### src/rtl/rdiv_pkg.sv
// Shared types and sizing helpers for the rdiv sequential restoring divider.
package rdiv_pkg;

  localparam int DEF_WIDTH = 4;

  typedef enum logic [1:0] {
    IDLE,
    CALC,
    DONE
  } state_t;

  // Iteration counter must hold the value WIDTH itself.
  function automatic int count_width(input int w);
    return $clog2(w + 1);
  endfunction

endpackage

### src/rtl/rdiv_subtr.sv
// Ripple-borrow subtractor (x + ~y + 1) built from full-adder cells; used for
// the divider's trial subtraction.
module full_adder (
  input  logic x,
  input  logic y,
  input  logic cin,
  output logic s,
  output logic cout
);
  assign s    = x ^ y ^ cin;
  assign cout = (x & y) | (cin & (x ^ y));
endmodule

module subtr #(
  parameter int N = 5
) (
  input  logic [N-1:0] x,
  input  logic [N-1:0] y,
  output logic [N-1:0] diff,
  output logic         borrow
);
  logic [N-1:0] y_inv;
  logic [N-1:0] carry;

  assign y_inv    = ~y;
  assign carry[0] = 1'b1;

  for (genvar i = 0; i < N - 1; i++) begin : g_fa
    full_adder u_fa (
      .x   (x[i]),
      .y   (y_inv[i]),
      .cin (carry[i]),
      .s   (diff[i]),
      .cout(carry[i+1])
    );
  end

  // The top stage only needs its sum bit; its carry-out has no consumer.
  assign diff[N-1] = x[N-1] ^ y_inv[N-1] ^ carry[N-1];
  assign borrow    = diff[N-1];

endmodule

### src/rtl/rdiv.sv
// Sequential restoring divider, one quotient bit per clock, start/busy/done
// handshake. Define RDIV_DIVZERO_EN to short-circuit b=0 and raise dz.
module rdiv
  import rdiv_pkg::*;
#(
  parameter int WIDTH = DEF_WIDTH
) (
  input  logic             clk,
  input  logic             reset,
  input  logic             start,
  input  logic [WIDTH-1:0] a,
  input  logic [WIDTH-1:0] b,
  output logic             busy,
  output logic             done,
  output logic [WIDTH-1:0] q,
  output logic [WIDTH-1:0] r,
  output logic             dz
);

  localparam int CW = count_width(WIDTH);

  state_t           state;
  state_t           state_nxt;
  logic [WIDTH-1:0] quo;
  logic [WIDTH-1:0] div;
  logic [WIDTH-1:0] rem;
  logic [WIDTH-1:0] quo_nxt;
  logic [WIDTH-1:0] rem_nxt;
  logic [CW-1:0]    cnt;
  logic [WIDTH:0]   shifted;
  logic [WIDTH:0]   trial;
  logic             borrow;
  logic             accept;
  logic             last;

  // A restored or accepted remainder is always below the divisor, so its
  // top bit is zero and R is kept WIDTH bits wide; the shift restores WIDTH+1.
  assign shifted = {rem, quo[WIDTH-1]};

  subtr #(.N(WIDTH + 1)) u_subtr (
    .x     (shifted),
    .y     ({1'b0, div}),
    .diff  (trial),
    .borrow(borrow)
  );

  assign quo_nxt = {quo[WIDTH-2:0], ~borrow};
  assign rem_nxt = trial[WIDTH] ? shifted[WIDTH-1:0] : trial[WIDTH-1:0];

  assign accept = start && (state != CALC);
  assign last   = (cnt == CW'(WIDTH - 1));
  assign busy   = (state == CALC);
  assign done   = (state == DONE);

`ifdef RDIV_DIVZERO_EN
  logic zero_div;
  assign zero_div = (b == '0);
`endif

  // NOTE: sequential state uses non-blocking assignments so every register
  // samples the pre-edge values of the others.
  always_ff @(posedge clk or posedge reset) begin
    if (reset) state <= IDLE;
    else       state <= state_nxt;
  end

  // NOTE: state_nxt gets a default first so no path leaves it unassigned,
  // which would otherwise infer a latch.
  always_comb begin
    state_nxt = state;
    case (state)
      IDLE, DONE: begin
        if (start) begin
`ifdef RDIV_DIVZERO_EN
          state_nxt = zero_div ? DONE : CALC;
`else
          state_nxt = CALC;
`endif
        end else begin
          state_nxt = IDLE;
        end
      end
      CALC:    if (last) state_nxt = DONE;
      default: state_nxt = IDLE;
    endcase
  end

  // NOTE: every datapath register is reset, so results read as zero after
  // reset rather than stale or unknown values.
  always_ff @(posedge clk or posedge reset) begin
    if (reset) begin
      quo <= '0;
      div <= '0;
      rem <= '0;
      cnt <= '0;
      q   <= '0;
      r   <= '0;
    end else if (accept) begin
      quo <= a;
      div <= b;
      rem <= '0;
      cnt <= '0;
`ifdef RDIV_DIVZERO_EN
      if (zero_div) begin
        q <= '1;
        r <= a;
      end
`endif
    end else if (state == CALC) begin
      quo <= quo_nxt;
      rem <= rem_nxt;
      cnt <= cnt + 1'b1;
      if (last) begin
        q <= quo_nxt;
        r <= rem_nxt;
      end
    end
  end

`ifdef RDIV_DIVZERO_EN
  logic dz_r;

  always_ff @(posedge clk or posedge reset) begin
    if (reset)                       dz_r <= 1'b0;
    else if (accept && zero_div)     dz_r <= 1'b1;
    else if (state == CALC && last)  dz_r <= 1'b0;
  end

  assign dz = dz_r;
`else
  assign dz = 1'b0;
`endif

endmodule
### config.mk
export PLATFORM = sky130hd
export DESIGN_NAME = rdiv
export DESIGN_NICKNAME = d
export VERILOG_FILES = /design/src/rtl/rdiv_pkg.sv /design/src/rtl/rdiv_subtr.sv /design/src/rtl/rdiv.sv
export SDC_FILE = /design/constraint.sdc
export NUM_CORES = 1
export LEC_CHECK = 0
export BUFFER_PORTS_ARGS = -buffer_cell sky130_fd_sc_hd__buf_4
export CAP_MARGIN = 0
export CORE_ASPECT_RATIO = 0.8
export CORE_UTILIZATION = 27
export CTS_BUF_LIST = sky130_fd_sc_hd__clkbuf_8
export CTS_CLUSTER_SIZE = 25
export DETAILED_ROUTE_END_ITERATION = 10
export HOLD_SLACK_MARGIN = 0.06
export PLACE_DENSITY = 0.43
export SYNTH_ARGS = -nofsm -noshare
export SYNTH_HDL_FRONTEND = slang
export SYNTH_SLANG_ARGS = --single-unit
### constraint.sdc
create_clock -name clk -period 3 [get_ports clk]
set_clock_uncertainty 0.05 [all_clocks]
set_input_delay 0.15 -clock clk [delete_from_list [all_inputs] [get_ports clk]]
set_output_delay 0.15 -clock clk [all_outputs]
set_load 0.02 [all_outputs]
; After elaboration in Yosys (flattened, before gate mapping)
; Index checks and enable logic that the tools add are counted.
[op_classes]
n_addsub = 1
n_eq_ne = 5
mux = 10
n_bitwise = 24
n_reduce_logical = 5
[ops]
columns = op, count
row1 = $mux W4, 5
row2 = $xor A1 B1 Y1, 9
row3 = $and A1 B1 Y1, 7
row4 = $mux W3, 2
row5 = $not A4 Y5, 1
row6 = $ne A2 B1 Y1 const B, 2
row7 = $or A1 B1 Y1, 4
row8 = $pmux W2 S2, 1
row9 = $add A3 B1 Y3 const B, 1
row10 = $eq A3 B2 Y1 const B, 1
row11 = $not A1 Y1, 3
row12 = $reduce_and A3 Y1, 1
row13 = $eq A2 B1 Y1 const B, 1
row14 = $eq A2 B2 Y1 const B, 1
row15 = $logic_not A2 Y1, 1
row16 = $mux W2, 1
row17 = $reduce_bool A2 Y1, 1
row18 = $reduce_or A2 Y1, 1
row19 = $logic_and A1 B1 Y1, 1
row20 = $mux W1, 1
[word_totals]
ff_bits = 25
inputBits = 11
output_inout_bits = 11
wordCells = 52

; Logic depth before layout (Yosys ltp)
; Gate-level depths: netlist of run 1.
[depth]
depth_word = 13
mapped_depth = 9
ltp_nobuf = 9

; Modules after synthesis
; Synthesis of run 1 repeated with hierarchy kept, for this count alone.
[hier_totals]
hier_cells = 103
area_unflattened_um2 = 1203.7
[modules_own_cells]
columns = mod, n_inst, cells_each, area_per_inst_um2, seq_area_each_um2
row1 = rdiv, 1, 92, 1074.8, 625.6
row2 = full_adder, 4, 1, 20.0, 0.0
row3 = subtr, 1, 7, 48.8, 0.0

; Worst setup path before layout of run 1
; No wires, ideal clock.
[synth_timing]
path_kind = register to register
startpoint = register div[0]
endpoint = register r[2]
setup_ps = 77
arrival_ps = 2284
t_required_ps = 2873
setup_slack_ps = 588
stages_incl_launch_ff = 9
n_path_buf = 0
period_less_slack_ps = 2412
path_cell_list = dfrtp_1 ha_1 fa_1 fa_1 inv_1 fa_1 xor2_1 mux2_2 o21ai_1
[synth_between]
elab_chain_cells = 11
word_cells_on_any_way = 13
cone_classes = mux (1) / bitwise (12)
[synth_rtl]
columns = item, line_no
row1 = from (decl), rdiv.sv:25  ; logic [WIDTH-1:0] div;
row2 = from (signal assigned), rdiv.sv:93  ; div <= '0;
row3 = from (signal assigned), rdiv.sv:100  ; div <= b;
row4 = $not A4 Y5 *, rdiv_subtr.sv:25  ; assign y_inv = ~y;
row5 = $and A1 B1 Y1 / $xor A1 B1 Y1 (equally long branches), rdiv_subtr.sv:11  ; assign cout = (x & y) | (cin & (x ^ y));
row6 = $or A1 B1 Y1 *, rdiv_subtr.sv:11
row7 = $and A1 B1 Y1 *, rdiv_subtr.sv:11
row8 = $or A1 B1 Y1 *, rdiv_subtr.sv:11
row9 = $and A1 B1 Y1, rdiv_subtr.sv:11
row10 = $or A1 B1 Y1, rdiv_subtr.sv:11
row11 = $and A1 B1 Y1, rdiv_subtr.sv:11
row12 = $or A1 B1 Y1, rdiv_subtr.sv:11
row13 = $xor A1 B1 Y1, rdiv_subtr.sv:39  ; assign diff[N-1] = x[N-1] ^ y_inv[N-1] ^ carry[N-1];
row14 = $mux W4 *, rdiv.sv:48  ; assign rem_nxt = trial[WIDTH] ? shifted[WIDTH-1:0] : trial[WIDTH-1:0];
row15 = to (signal assigned), rdiv.sv:115  ; r <= rem_nxt;
row16 = to (decl), rdiv.sv:16  ; output logic [WIDTH-1:0] r,
; Mark *: on every way between the ends. The rest lies on a longest branch, timed or not.
; A chain may end at the register's enable or synchronous reset.

; Final worst setup path of run 1
; Same ends and word-level chain as after synthesis.

==> results.md, run 1 <==
Die:
- The height of the die is 60.9 um.
- The floorplan has 21 rows.
- The die covers 0.00461 sq mm.
- The core region area is 0.00418 sq mm.
- In this run the horizontal extent of the chip is 75.6 um.
- The initial utilization of the core area, before any placement, comes to 28.0%.
- The number of I/O pins is 22.

Detailed routing:
- The average wire per cell in the routed design is 12.5 um.
- The count of nets left with antenna violations once routing finished came out at 0.
- Wires add up to 2.27 mm.
- The routed design uses 983 um of met2 wire.
- Before antenna repair, the detailed router went through 4 iterations.
- The routed length on met3 is 114 um.
- The met1 wire length is 1.16 mm.
- The DRC violation total after the first TritonRoute iteration is 52.
- The highest layer touched by signal routing is met4.
- The number of design rule violations left after detail routing is 0.
- Summing over every cut layer, the via total after detailed routing is 791.
- Dividing the detail-routed via count by the number of cells gives 4.35.

Synthesis:
- In the post-synthesis netlist, the cell with the most instances is sky130_fd_sc_hd__dfrtp_1.
- The post-synthesis share of cell area spent on full adders, half adders and majority gates is 8.33%.
- The net count after synthesis is 119.
- In the synthesized netlist, mux cells make up 14.2% of the area.
- The number of enable flip-flop cells after synthesis is 0.
- A synthesized cell averages 11.5 sq um.
- The share of flip-flops with an asynchronous set or reset after synthesis is 100%.
- The synthesized netlist contains 23 unique library cells.
- Sequential cells were found to cover 53.4% of the synthesized design area.
- For this run, the number of Yosys warnings is 0.
- The proportion of netlist area held by the largest area contributor is 53.4%.
- The dominant combinational cell family by area after synthesis is multiplexers.
- Ranked by total cell area, the synthesized netlist is headed by sky130_fd_sc_hd__dfrtp_1 53%, sky130_fd_sc_hd__mux2_2 8.7%, sky130_fd_sc_hd__fa_1 5.1%, sky130_fd_sc_hd__mux2i_1 4.3%, sky130_fd_sc_hd__o21ai_0 3.8%.
- The compound-gate portion of the synthesized area is 7.59%.
- The dominant cell type by area after synthesis is sky130_fd_sc_hd__dfrtp_1.
- Counting flops and latches in the post-synthesis netlist gives 25.
- The synthesized cell area is 0.00117 sq mm.
- The simple-gate portion of the synthesized area is 8.55%.
- The most common flop cell mapped by yosys is sky130_fd_sc_hd__dfrtp_1.
- The xor and xnor area share after synthesis is 2.14%.
- After synthesis, the most frequently instantiated cells are 25 x sky130_fd_sc_hd__dfrtp_1, 12 x sky130_fd_sc_hd__nand2_1, 9 x sky130_fd_sc_hd__inv_1, 9 x sky130_fd_sc_hd__mux2_2, 9 x sky130_fd_sc_hd__o21ai_0.
- Counting every instance in the synthesized netlist gives 102.

Placement:
- The congestion estimate from routability-driven global placement came to 0.744.
- The placed cell count is 174.
- The placed instance area is 0.00137 sq mm.
- The count of buffers inserted at the top-level ports is 20.
- After legalization and detailed placement, the total HPWL measured 1.64 mm.

STA:
- The count of endpoints failing setup in the final report is 0.
- After routing, the total negative slack on setup checks comes to 0 ns.
- The final hold violation count came to 0.
- At the pin with the least slew margin, the transition time is 0.970 ns.
- The worst path uses 86.0% of the clock period.
- Setup repair after global routing left no endpoint under its margin.
- The highest clock rate is 387 MHz.
- The tightest slew margin relative to the limit is 35.3%.
- Counting I/O delays and the setup requirement, the final critical path takes 2.58 ns.
- The number of pins with negative max-slew slack in the final report is 0.

Clock network:
- After clock tree synthesis, the clock-pin slew on the worst setup and hold paths is 0.08 ns.
- TritonCTS created 3 clock buffers.
- The clock latency at the later pin of the worst-skew pair is 0.26 ns.
- TritonCTS built the clock tree.
- The cell at the root of the clock tree is sky130_fd_sc_hd__clkbuf_8.
- The CTS H-tree depth is 1.
- The post-cts gate resize count is 0.
- Clock tree synthesis found a total of 25 sinks.
- The clock passes through at most 2 buffers.

Global routing:
- The largest net degree at the start of global routing is 26.
- The total overflow left after global routing is 0.
- The first global-routing pass estimated 3.84 mm of wire.
- The number of antenna violations at the first check in global routing is 0.
- The number of global-route vias before repair came to 776.
- The total global routing track utilization is 11.7%.

Cells and area:
- The share of post-route cells with drive strength above 1 is 28.8%.
- The final cell area excluding filler cells is 0.00145 sq mm.
- Excluding fillers, the count of instances in the completed layout stands at 182.
- From synthesis to final layout, the design area changed by 23.9%.
- The count of antenna diodes in the layout is 0.
- The final core area utilization is 34.7%.
- The final net count is 143.

Worst setup path:
- The critical path in this run is classified as reg -> reg.
- Tracing the worst setup path back leads to its startpoint at div[0]$_DFFE_PP0P_.
- At the worst endpoint, the arrival time is 2.71 ns.
- The worst register-to-register path ends at r[2]$_DFFE_PP0P_.
- Setup slack on the worst reg-to-reg path comes out at 0.42 ns.
- The depth of the worst register-to-register path is 8.
- The worst setup path is captured at a flop.
- The type of element launching the critical path is a flop.
- The endpoint of the worst setup timing path is r[2]$_DFFE_PP0P_.
- Data on the critical path is required at its endpoint by 3.13 ns.
- Along the worst path, the maximum fanout reaches 3.
- The worst register-to-register path begins at div[0]$_DFFE_PP0P_.

Hold path:
- The worst hold path class is in -> async.

Pwr:
- The power density over cell area is 1110 mW/mm^2.
- The total design power is 1.60 mW.
- The maximum vdd drop is 0.334 mV.
- The static power due to leakage is 0.704 nW.

Run status:
- The flow ran to the end, and the final reports show no timing, DRC or antenna violations.

Job:
- The number of max-capacitance violations reported is 0.
[worst min-delay path by stage]
stage                     slack (ns)            endpoint   from
after floorplan                 0.13  cnt[0]$_DFFE_PP0P_  reset
after global placement          0.33  div[2]$_DFFE_PP0P_   b[2]
after detailed placement        0.34  div[2]$_DFFE_PP0P_   b[2]
after CTS                       0.06  div[3]$_DFFE_PP0P_   b[3]
after global routing            0.12  quo[2]$_DFFE_PP0P_   a[2]
final                           0.05    q[1]$_DFFE_PP0P_  reset
[where the power goes]
part / leakage [nW] / switching [mW] / internal, mW
Combinational: 0.366 / 0.435 / 0.376
Sequential: 0.311 / 0.103 / 0.496
Clock: 0.0269 / 0.102 / 0.0915
[critical path, cell delays in order, from the launching register on]
cell	delay, ns
sky130_fd_sc_hd__dfrtp_1	0.40
sky130_fd_sc_hd__ha_1	0.22
sky130_fd_sc_hd__fa_1	0.38
sky130_fd_sc_hd__fa_1	0.36
sky130_fd_sc_hd__inv_1	0.07
sky130_fd_sc_hd__fa_1	0.24
sky130_fd_sc_hd__xor2_1	0.27
sky130_fd_sc_hd__mux2_2	0.38
sky130_fd_sc_hd__o21ai_1	0.12
[layout make-up]
type                            instances  area [sq um]
Fill cell                             427          2730
Sequential cell                        25           626
Multi-Input combinational cell         62           482
Timing Repair Buffer                   24           190
Tap cell                               57          71.3
Clock buffer                            3          41.3
Inverter                               10          37.5
Clock inverter                          1          3.75
[metrics by stage]
stage	hold WS, ns	setup WS [ns]
after floorplan	0.127	0.588
after global placement	0.333	0.476
after detailed placement	0.336	0.419
after CTS	0.0612	0.390
after global routing	0.121	0.248
final	0.0528	0.419
[what timing repair did]
action / 4_1_cts / 5_1_grt
hold endpoints to repair: 3 / 1
buffers inserted: 0 / 0
hold buffers: 3 / 1
[cells by family (layout without fill, tap and decap cells)]
| family | count (synthesis) | count (layout) |
|---|---|---|
| flops | 25 | 25 |
| fa+ha+maj | 6 | 6 |
| simple gates | 22 | 22 |
| compound gates | 16 | 16 |
| buf+inv | 15 | 38 |
| mux | 15 | 15 |
| xor+xnor | 2 | 2 |
| other cells | 1 | 1 |
[flip-flops by register name, indices dropped and copies added (netlist names)]
register / count
cnt: 3
div: 4
q: 4
quo: 4
r: 4
rem: 4
state: 2
[cell usage in the layout, fill, tap and decap left out]
cell / n
sky130_fd_sc_hd__dlygate4sd3_1: 4
sky130_fd_sc_hd__mux2_2: 9
sky130_fd_sc_hd__o21ai_1: 4
sky130_fd_sc_hd__conb_1: 1
sky130_fd_sc_hd__nor2b_1: 1
sky130_fd_sc_hd__mux2_4: 1
sky130_fd_sc_hd__nand3b_1: 1
sky130_fd_sc_hd__o22ai_1: 1
sky130_fd_sc_hd__inv_1: 10
sky130_fd_sc_hd__o21ai_2: 2
sky130_fd_sc_hd__nand2_1: 12
sky130_fd_sc_hd__clkinv_1: 1
sky130_fd_sc_hd__nand2b_1: 1
sky130_fd_sc_hd__mux2i_1: 5
sky130_fd_sc_hd__nand3_1: 7
sky130_fd_sc_hd__xnor2_2: 1
sky130_fd_sc_hd__dfrtp_1: 25
sky130_fd_sc_hd__fa_1: 3
sky130_fd_sc_hd__buf_4: 20
sky130_fd_sc_hd__clkbuf_8: 3
sky130_fd_sc_hd__xor2_1: 1
sky130_fd_sc_hd__o21ai_0: 9
sky130_fd_sc_hd__ha_1: 3
[metal layers]
layer / vias up / GRT usage (%)
met5: - / 0
met4: 0 / 3.17
met3: 2 / 3.65
met2: 22 / 17.9
met1: 387 / 16.1
li1: 380 / -
(Power assumes the default switching activity.)
==> run 2, diff against run 1 <==
--- a/config.mk
+++ b/config.mk
@@ -13,7 +13,8 @@
 export CTS_CLUSTER_SIZE = 25
 export DETAILED_ROUTE_END_ITERATION = 10
 export HOLD_SLACK_MARGIN = 0.06
-export PLACE_DENSITY = 0.43
+export PLACE_DENSITY = 0.42
+export REMOVE_ABC_BUFFERS = 1
 export SYNTH_ARGS = -nofsm -noshare
 export SYNTH_HDL_FRONTEND = slang
 export SYNTH_SLANG_ARGS = --single-unit
==> run 2 against run 1 <==
Against the previous run:
- first-iteration DRC count is 23% lower
- final area is essentially flat
- largest cell class unchanged
- utilization about the same
- via count fell by 1.9%
- total power down 0.17%
- largest power group unchanged
==> results.md, run 2 (synthesized netlist as in run 1, its figures left out) <==
Hold path:
- The worst hold path class was in -> async (unchanged).

Clock network:
- The clock latency at the later pin of the worst-skew pair came to 0.27 ns (was 0.26 ns).
- The total setup buffers inserted after CTS came to 0 (unchanged).
- The CTS H-tree depth was 1 (unchanged).
- The clock transition at the registers of the reported paths was 0.09 ns (was 0.08 ns).
- The TritonCTS clock tree is yes (unchanged).
- The post-cts gate resize count is 0 (unchanged).
- The number of buffers on the longest clock path was 2 (unchanged).
- The number of buffers created by CTS was 3 (unchanged).
- The cell at the root of the clock tree is sky130_fd_sc_hd__clkbuf_8 (unchanged).
- The clock sink count was 25 (unchanged).

Global routing:
- The number of antenna violations at the first check in global routing is 0 (unchanged).
- The number of global-route vias before repair is 791 (was 776).
- The largest net degree at the start of global routing was 26 (unchanged).
- The total global routing track utilization is 11.2% (was 11.7%).
- The sum of overflow across all layers after global routing is 0 (unchanged).
- The first-pass GRT wire length is 3.80 mm (was 3.84 mm).

Pwr:
- The power density over cell area came to 1100 mW/mm^2 (was 1110 mW/mm^2).
- The maximum vdd drop is 0.326 mV (was 0.334 mV).
- The switching power is 0.637 mW (was 0.640 mW).
- The static power due to leakage came to 0.702 nW (was 0.704 nW).
- The switching share of power was 39.8% (was 39.9%).
- The total internal power is 0.964 mW (about the same).
- The relative contribution of combinational cells to total power is 50.0% (was 50.6%).
- The sequential share of power is 37.5% (was 37.3%).
- The proportion of power drawn by the clock network is 12.6% (was 12.1%).

STA:
- The highest clock rate was 378 MHz (was 387 MHz).
- The final critical-path share of the clock period came to 88.3% (was 86.0%).
- The final hold violation count came to 0 (unchanged).
- The actual slew at the worst max-slew pin is 0.976 ns (was 0.970 ns).
- The count of endpoints failing setup in the final report is 0 (unchanged).
- Unrepaired setup endpoints after global routing: false (unchanged).
- The shortest period the worst path allows was 2.65 ns (was 2.58 ns).
- The number of pins with negative max-slew slack in the final report is 0 (unchanged).
- The tightest slew margin relative to the limit is 34.9% (was 35.3%).
- The total negative slack for setup checks is 0 ns (unchanged).

Detailed routing:
- The number of design rule violations left after detail routing is 0 (unchanged).
- The average wire per cell in the routed design is 12.3 um (was 12.5 um).
- The number of vias in the routed layout came to 776 (was 791).
- The first-pass iteration count of the detailed router is 4 (unchanged).
- The DRC violation total after the first TritonRoute iteration is 40 (was 52).
- The post-detailed-route count of antenna-violating nets came to 0 (unchanged).
- The overall routed net length is 2.24 mm (was 2.27 mm).
- The post-detailed-route via-to-cell ratio is 4.26 (was 4.35).

Worst setup path:
- The origin of the worst setup path is div[0]$_DFFE_PP0P_ (unchanged).
- The type of the setup path with the least slack is reg -> reg (unchanged).
- The critical register-to-register path startpoint is div[0]$_DFFE_PP0P_ (unchanged).
- The required time reported for the critical path endpoint is 3.13 ns (about the same).
- The maximum fanout count along the critical path is 3 (unchanged).
- The data arrival at the endpoint of the critical path is 2.78 ns (was 2.71 ns).
- The type of element launching the critical path was a flop (unchanged).
- The element type at the critical path end is a flop (unchanged).

Die:
- The die area is 0.00461 sq mm (unchanged).
- The starting density of the core is 28.0% (unchanged).
- The core region area is 0.00418 sq mm (unchanged).
- The overall die width is 75.6 um (unchanged).
- The number of I/O pins was 22 (unchanged).
- The cell row count is 21 (unchanged).
- The height of the die is 60.9 um (unchanged).

Cells and area:
- The final core area utilization is 34.8% (was 34.7%).
- The final net count is 143 (unchanged).
- The post-synthesis to final-layout area growth was 24.0% (was 23.9%).
- The count of antenna diodes in the layout came to 0 (unchanged).
- Leading cell types in the layout, fill and taps excluded: 25 x sky130_fd_sc_hd__dfrtp_1, 20 x sky130_fd_sc_hd__buf_4, 12 x sky130_fd_sc_hd__nand2_1 (unchanged).
- The most common cell after layout, fill and taps aside is sky130_fd_sc_hd__dfrtp_1 (unchanged).
- The share of post-route cells with drive strength above 1 is 29.6% (was 28.8%).

Placement:
- The count of buffers inserted at the top-level ports is 20 (unchanged).
- The routability congestion estimate was 0.672 (was 0.744).
- The HPWL after detailed placement came to 1.59 mm (was 1.64 mm).

Run status:
- Outcome: finished clean (unchanged).

Job:
- The number of max-capacitance violations reported came to 0 (unchanged).
run 2: changes by cell type in the layout (fill, tap and decap cells not counted), sizes merged:
| cell | previous run | this run |
|---|---|---|
| inv | 10 | 9 |
| clkinv | 1 | 2 |
run 2: stage by stage:
step / hold WS, ns / power (mW) / cells / area, sq um / setup slack, ns
detailed placement: 0.341 / 1.42 / 174 / 1370 / 0.395
global route: 0.125 / 1.75 / 182 / 1450 / 0.184
CTS: 0.0981 / 1.63 / 182 / 1450 / 0.337
global placement: 0.337 / 1.40 / 174 / 1370 / 0.469
floorplan: 0.127 / 1.18 / 97 / 1140 / 0.583
finish: 0.0505 / 1.60 / 182 / 1450 / 0.352
run 2: routing by layer:
| layer | vias to the layer above | global-route usage, % | wire length, um | part of all wire [%] |
|---|---|---|---|---|
| met2 | 18 | 18.6 | 1050 | 47 |
| met4 | 0 | 1.59 | 11 | 0.49 |
| met5 | - | 0 | 0 | 0 |
| li1 | 380 | - | - | - |
| met1 | 376 | 14.6 | 1060 | 48 |
| met3 | 2 | 3.82 | 108 | 4.8 |
run 2: final timing paths:
path                                       to  slack, ns  cells after the start
min reg2reg                  r[1]$_DFFE_PP0P_       0.43                      2
min in group clk           quo[3]$_DFFE_PP0P_       0.12                      3
max in group asynchronous    r[1]$_DFFE_PP0P_       2.25                      2
max reg2reg                  r[2]$_DFFE_PP0P_       0.35                      8
min                        quo[2]$_DFFE_PP0P_       0.05                      2
max                          r[2]$_DFFE_PP0P_       0.35                      8
run 2: repair_timing:
item / in CTS / in global routing
endpoints found under the hold margin: 4 / 0
hold buffers: 4 / 0
endpoints found under the setup margin: 0 / 0
run 2: cell type report:
class | instances | area (sq um)
inverter | 10 | 37.5
tap | 57 | 71.3
sequential | 25 | 626
clock buffer | 3 | 41.3
timing repair buffer | 24 | 190
multi-input combinational | 62 | 482
clock inverter | 1 | 5.00
fill | 433 | 2730
run 2: power groups by stage:
stage | clock, mW | combinational (mW) | sequential (mW)
floorplan | 0 | 0.535 | 0.641
global placement | 0 | 0.798 | 0.604
detailed placement | 0 | 0.810 | 0.610
CTS | 0.207 | 0.817 | 0.604
global route | 0.221 | 0.906 | 0.624
finish | 0.201 | 0.800 | 0.600
run 2: critical path: stages, from the launching register on:
cell and delay [ns]:
sky130_fd_sc_hd__dfrtp_1 0.39, sky130_fd_sc_hd__ha_1 0.21, sky130_fd_sc_hd__fa_1 0.38, sky130_fd_sc_hd__fa_1 0.37
sky130_fd_sc_hd__inv_1 0.07, sky130_fd_sc_hd__fa_1 0.26, sky130_fd_sc_hd__xor2_1 0.31, sky130_fd_sc_hd__mux2_2 0.39
sky130_fd_sc_hd__o21ai_1 0.13
==> run 3, diff against run 2 <==
--- a/config.mk
+++ b/config.mk
@@ -13,7 +13,7 @@
 export CTS_CLUSTER_SIZE = 25
 export DETAILED_ROUTE_END_ITERATION = 10
 export HOLD_SLACK_MARGIN = 0.06
-export PLACE_DENSITY = 0.42
+export PLACE_DENSITY_LB_ADDON = 0.08
 export REMOVE_ABC_BUFFERS = 1
 export SYNTH_ARGS = -nofsm -noshare
 export SYNTH_HDL_FRONTEND = slang
==> run 3 against run 2 <==
Against the previous run:
- setup slack improved by 0.053 ns
- total power is 0.43% lower
- die area did not move
==> results.md, run 3 (synthesized netlist as in run 1, its figures left out) <==
Worst setup path:
- The type of the setup path with the least slack is reg -> reg (unchanged).
- The depth of the worst register-to-register path is 8 (unchanged).
- The most common cell type on the critical path is sky130_fd_sc_hd__fa_1 (unchanged).
- The element type at the critical path end is a flop (unchanged).
- The critical path's largest stage delay is 0.39 ns (about the same).
- The type of element launching the critical path was a flop (unchanged).
- The family of cells with the greatest summed delay on the critical path is adder cells (unchanged).
- Sequence of cells on the critical path: ha_1 -> fa_1 -> fa_1 -> inv_1 -> fa_1 -> xor2_1 -> mux2_2 -> o21ai_1 (unchanged).
- The critical register-to-register path startpoint is div[0]$_DFFE_PP0P_ (unchanged).
- The required time reported for the critical path endpoint is 3.14 ns (was 3.13 ns).
- The data arrival at the endpoint of the critical path is 2.73 ns (was 2.78 ns).
- The slowest cell on the critical path is sky130_fd_sc_hd__mux2_2 (was sky130_fd_sc_hd__dfrtp_1).
- The origin of the worst setup path is div[0]$_DFFE_PP0P_ (unchanged).
- The maximum fanout count along the critical path was 3 (unchanged).
- The total buffers and inverters traversed by the critical path is 1 (unchanged).
- The cell count along the critical path is 8 (unchanged).

Hold path:
- The worst hold path class is in -> async (unchanged).

Cells and area:
- The most common cell after layout, fill and taps aside is sky130_fd_sc_hd__dfrtp_1 (unchanged).
- The final net count came to 142 (was 143).
- The multi-input combinational cell area came to 482 sq um (unchanged).
- The fill cell total of the finished layout is 436 (was 433).
- The share of post-route cells with drive strength above 1 is 29.8% (was 29.6%).
- The post-synthesis to final-layout area growth is 23.2% (was 24.0%).
- The count of antenna diodes in the layout is 0 (unchanged).
- The combined flip-flop and latch cell area is 626 sq um (unchanged).
- Leading cell types in the layout, fill and taps excluded: 25 x sky130_fd_sc_hd__dfrtp_1, 20 x sky130_fd_sc_hd__buf_4, 12 x sky130_fd_sc_hd__nand2_1 (unchanged).

Clock network:
- The number of buffers created by CTS is 3 (unchanged).
- The cell at the root of the clock tree was sky130_fd_sc_hd__clkbuf_8 (unchanged).
- The clock latency at the later pin of the worst-skew pair was 0.27 ns (about the same).
- The CTS H-tree depth is 1 (unchanged).
- The clock sink count is 25 (unchanged).
- The number of buffers inserted for hold repair after clock tree synthesis is 3 (was 4).
- The clock transition at the registers of the reported paths is 0.09 ns (about the same).
- The post-cts gate resize count was 0 (unchanged).
- The total setup buffers inserted after CTS was 0 (unchanged).
- The number of buffers on the longest clock path is 2 (unchanged).
- The TritonCTS clock tree is yes (unchanged).

Run status:
- Outcome: finished clean (unchanged).

Die:
- The starting density of the core is 28.0% (unchanged).
- The cell row count is 21 (unchanged).
- The height of the die was 60.9 um (unchanged).
- The core region area is 0.00418 sq mm (unchanged).
- The die area was 0.00461 sq mm (unchanged).
- The overall die width is 75.6 um (unchanged).
- The number of I/O pins came to 22 (unchanged).

Placement:
- The routability congestion estimate is 0.746 (was 0.672).
- The HPWL after detailed placement is 1.56 mm (was 1.59 mm).
- The count of buffers inserted at the top-level ports came to 20 (unchanged).

STA:
- The actual slew at the worst max-slew pin was 0.955 ns (was 0.976 ns).
- The count of endpoints failing setup in the final report was 0 (unchanged).
- The shortest period the worst path allows came to 2.59 ns (was 2.65 ns).
- The number of pins with negative max-slew slack in the final report is 0 (unchanged).
- The total negative slack for setup checks came to 0 ns (unchanged).
- The final critical-path share of the clock period is 86.5% (was 88.3%).
- The final-layout worst hold slack is 0.0475 ns (was 0.0505 ns).
- The highest clock rate is 385 MHz (was 378 MHz).
- Unrepaired setup endpoints after global routing: false (unchanged).
- The final hold violation count is 0 (unchanged).
- The tightest slew margin relative to the limit is 36.3% (was 34.9%).

Global routing:
- The first-pass GRT wire length is 3.68 mm (was 3.80 mm).
- The number of antenna violations at the first check in global routing is 0 (unchanged).
- The total global routing track utilization is 11.2% (about the same).
- The number of global-route vias before repair is 800 (was 791).
- The sum of overflow across all layers after global routing came to 0 (unchanged).
- The largest net degree at the start of global routing is 26 (unchanged).

Detailed routing:
- The number of vias in the routed layout is 767 (was 776).
- The DRC violation total after the first TritonRoute iteration is 40 (unchanged).
- The first-pass iteration count of the detailed router is 4 (unchanged).
- The average wire per cell in the routed design was 11.9 um (was 12.3 um).
- The overall routed net length is 2.15 mm (was 2.24 mm).
- The post-detailed-route count of antenna-violating nets is 0 (unchanged).
- The number of design rule violations left after detail routing is 0 (unchanged).
- The post-detailed-route via-to-cell ratio is 4.24 (was 4.26).

Job:
- The number of max-capacitance violations reported is 0 (unchanged).

Pwr:
- The power density over cell area is 1110 mW/mm^2 (was 1100 mW/mm^2).
- The static power due to leakage is 0.698 nW (was 0.702 nW).
- The maximum vdd drop is 0.346 mV (was 0.326 mV).
## run 3: changes by cell type in the layout (fill, tap and decap cells not counted)
| cell | change |
|---|---|
| sky130_fd_sc_hd__dlygate4sd3_1 | -1 |
## run 3: through the flow
step	total power, mW	area, sq um	cells	util, %	setup slack [ns]
floorplan	1.18	1140	97	-	0.583
global placement	1.41	1370	174	32.7	0.469
detailed placement	1.42	1370	174	32.7	0.416
global route	1.75	1440	181	34.5	0.209
CTS	1.63	1440	181	34.5	0.383
finish	1.59	1440	181	34.5	0.405
## run 3: final cells by class
cell class / count / area share (%)
clock buffer: 3 / 2.86
sequential: 25 / 43.4
clock inverter: 1 / 0.347
timing repair buffer: 23 / 12.5
inverter: 10 / 2.60
multi-input combinational: 62 / 33.4
tap: 57 / 4.94
## run 3: routing by layer
layer / global-route usage [%] / part of all wire [%]
met3: 3.99 / 5.4
met1: 14.5 / 47
met5: 0 / 0
met2: 18.2 / 47
met4: 2.38 / 0.70
## run 3: path summary, 6_finish.rpt
kind | end | slack (ns)
max | r[2]$_DFFE_PP0P_ | 0.41
max in group asynchronous | div[3]$_DFFE_PP0P_ | 2.27
max reg2reg | r[2]$_DFFE_PP0P_ | 0.41
min | cnt[2]$_DFFE_PP0P_ | 0.05
min reg2reg | r[1]$_DFFE_PP0P_ | 0.43
min in group clk | div[2]$_DFFE_PP0P_ | 0.07
## run 3: where the power goes
part | leakage, nW | switching (mW) | internal [mW] | total (mW)
combinational | 0.362 | 0.424 | 0.373 | 0.797
clock | 0.0255 | 0.108 | 0.0929 | 0.201
sequential | 0.311 | 0.100 | 0.496 | 0.596
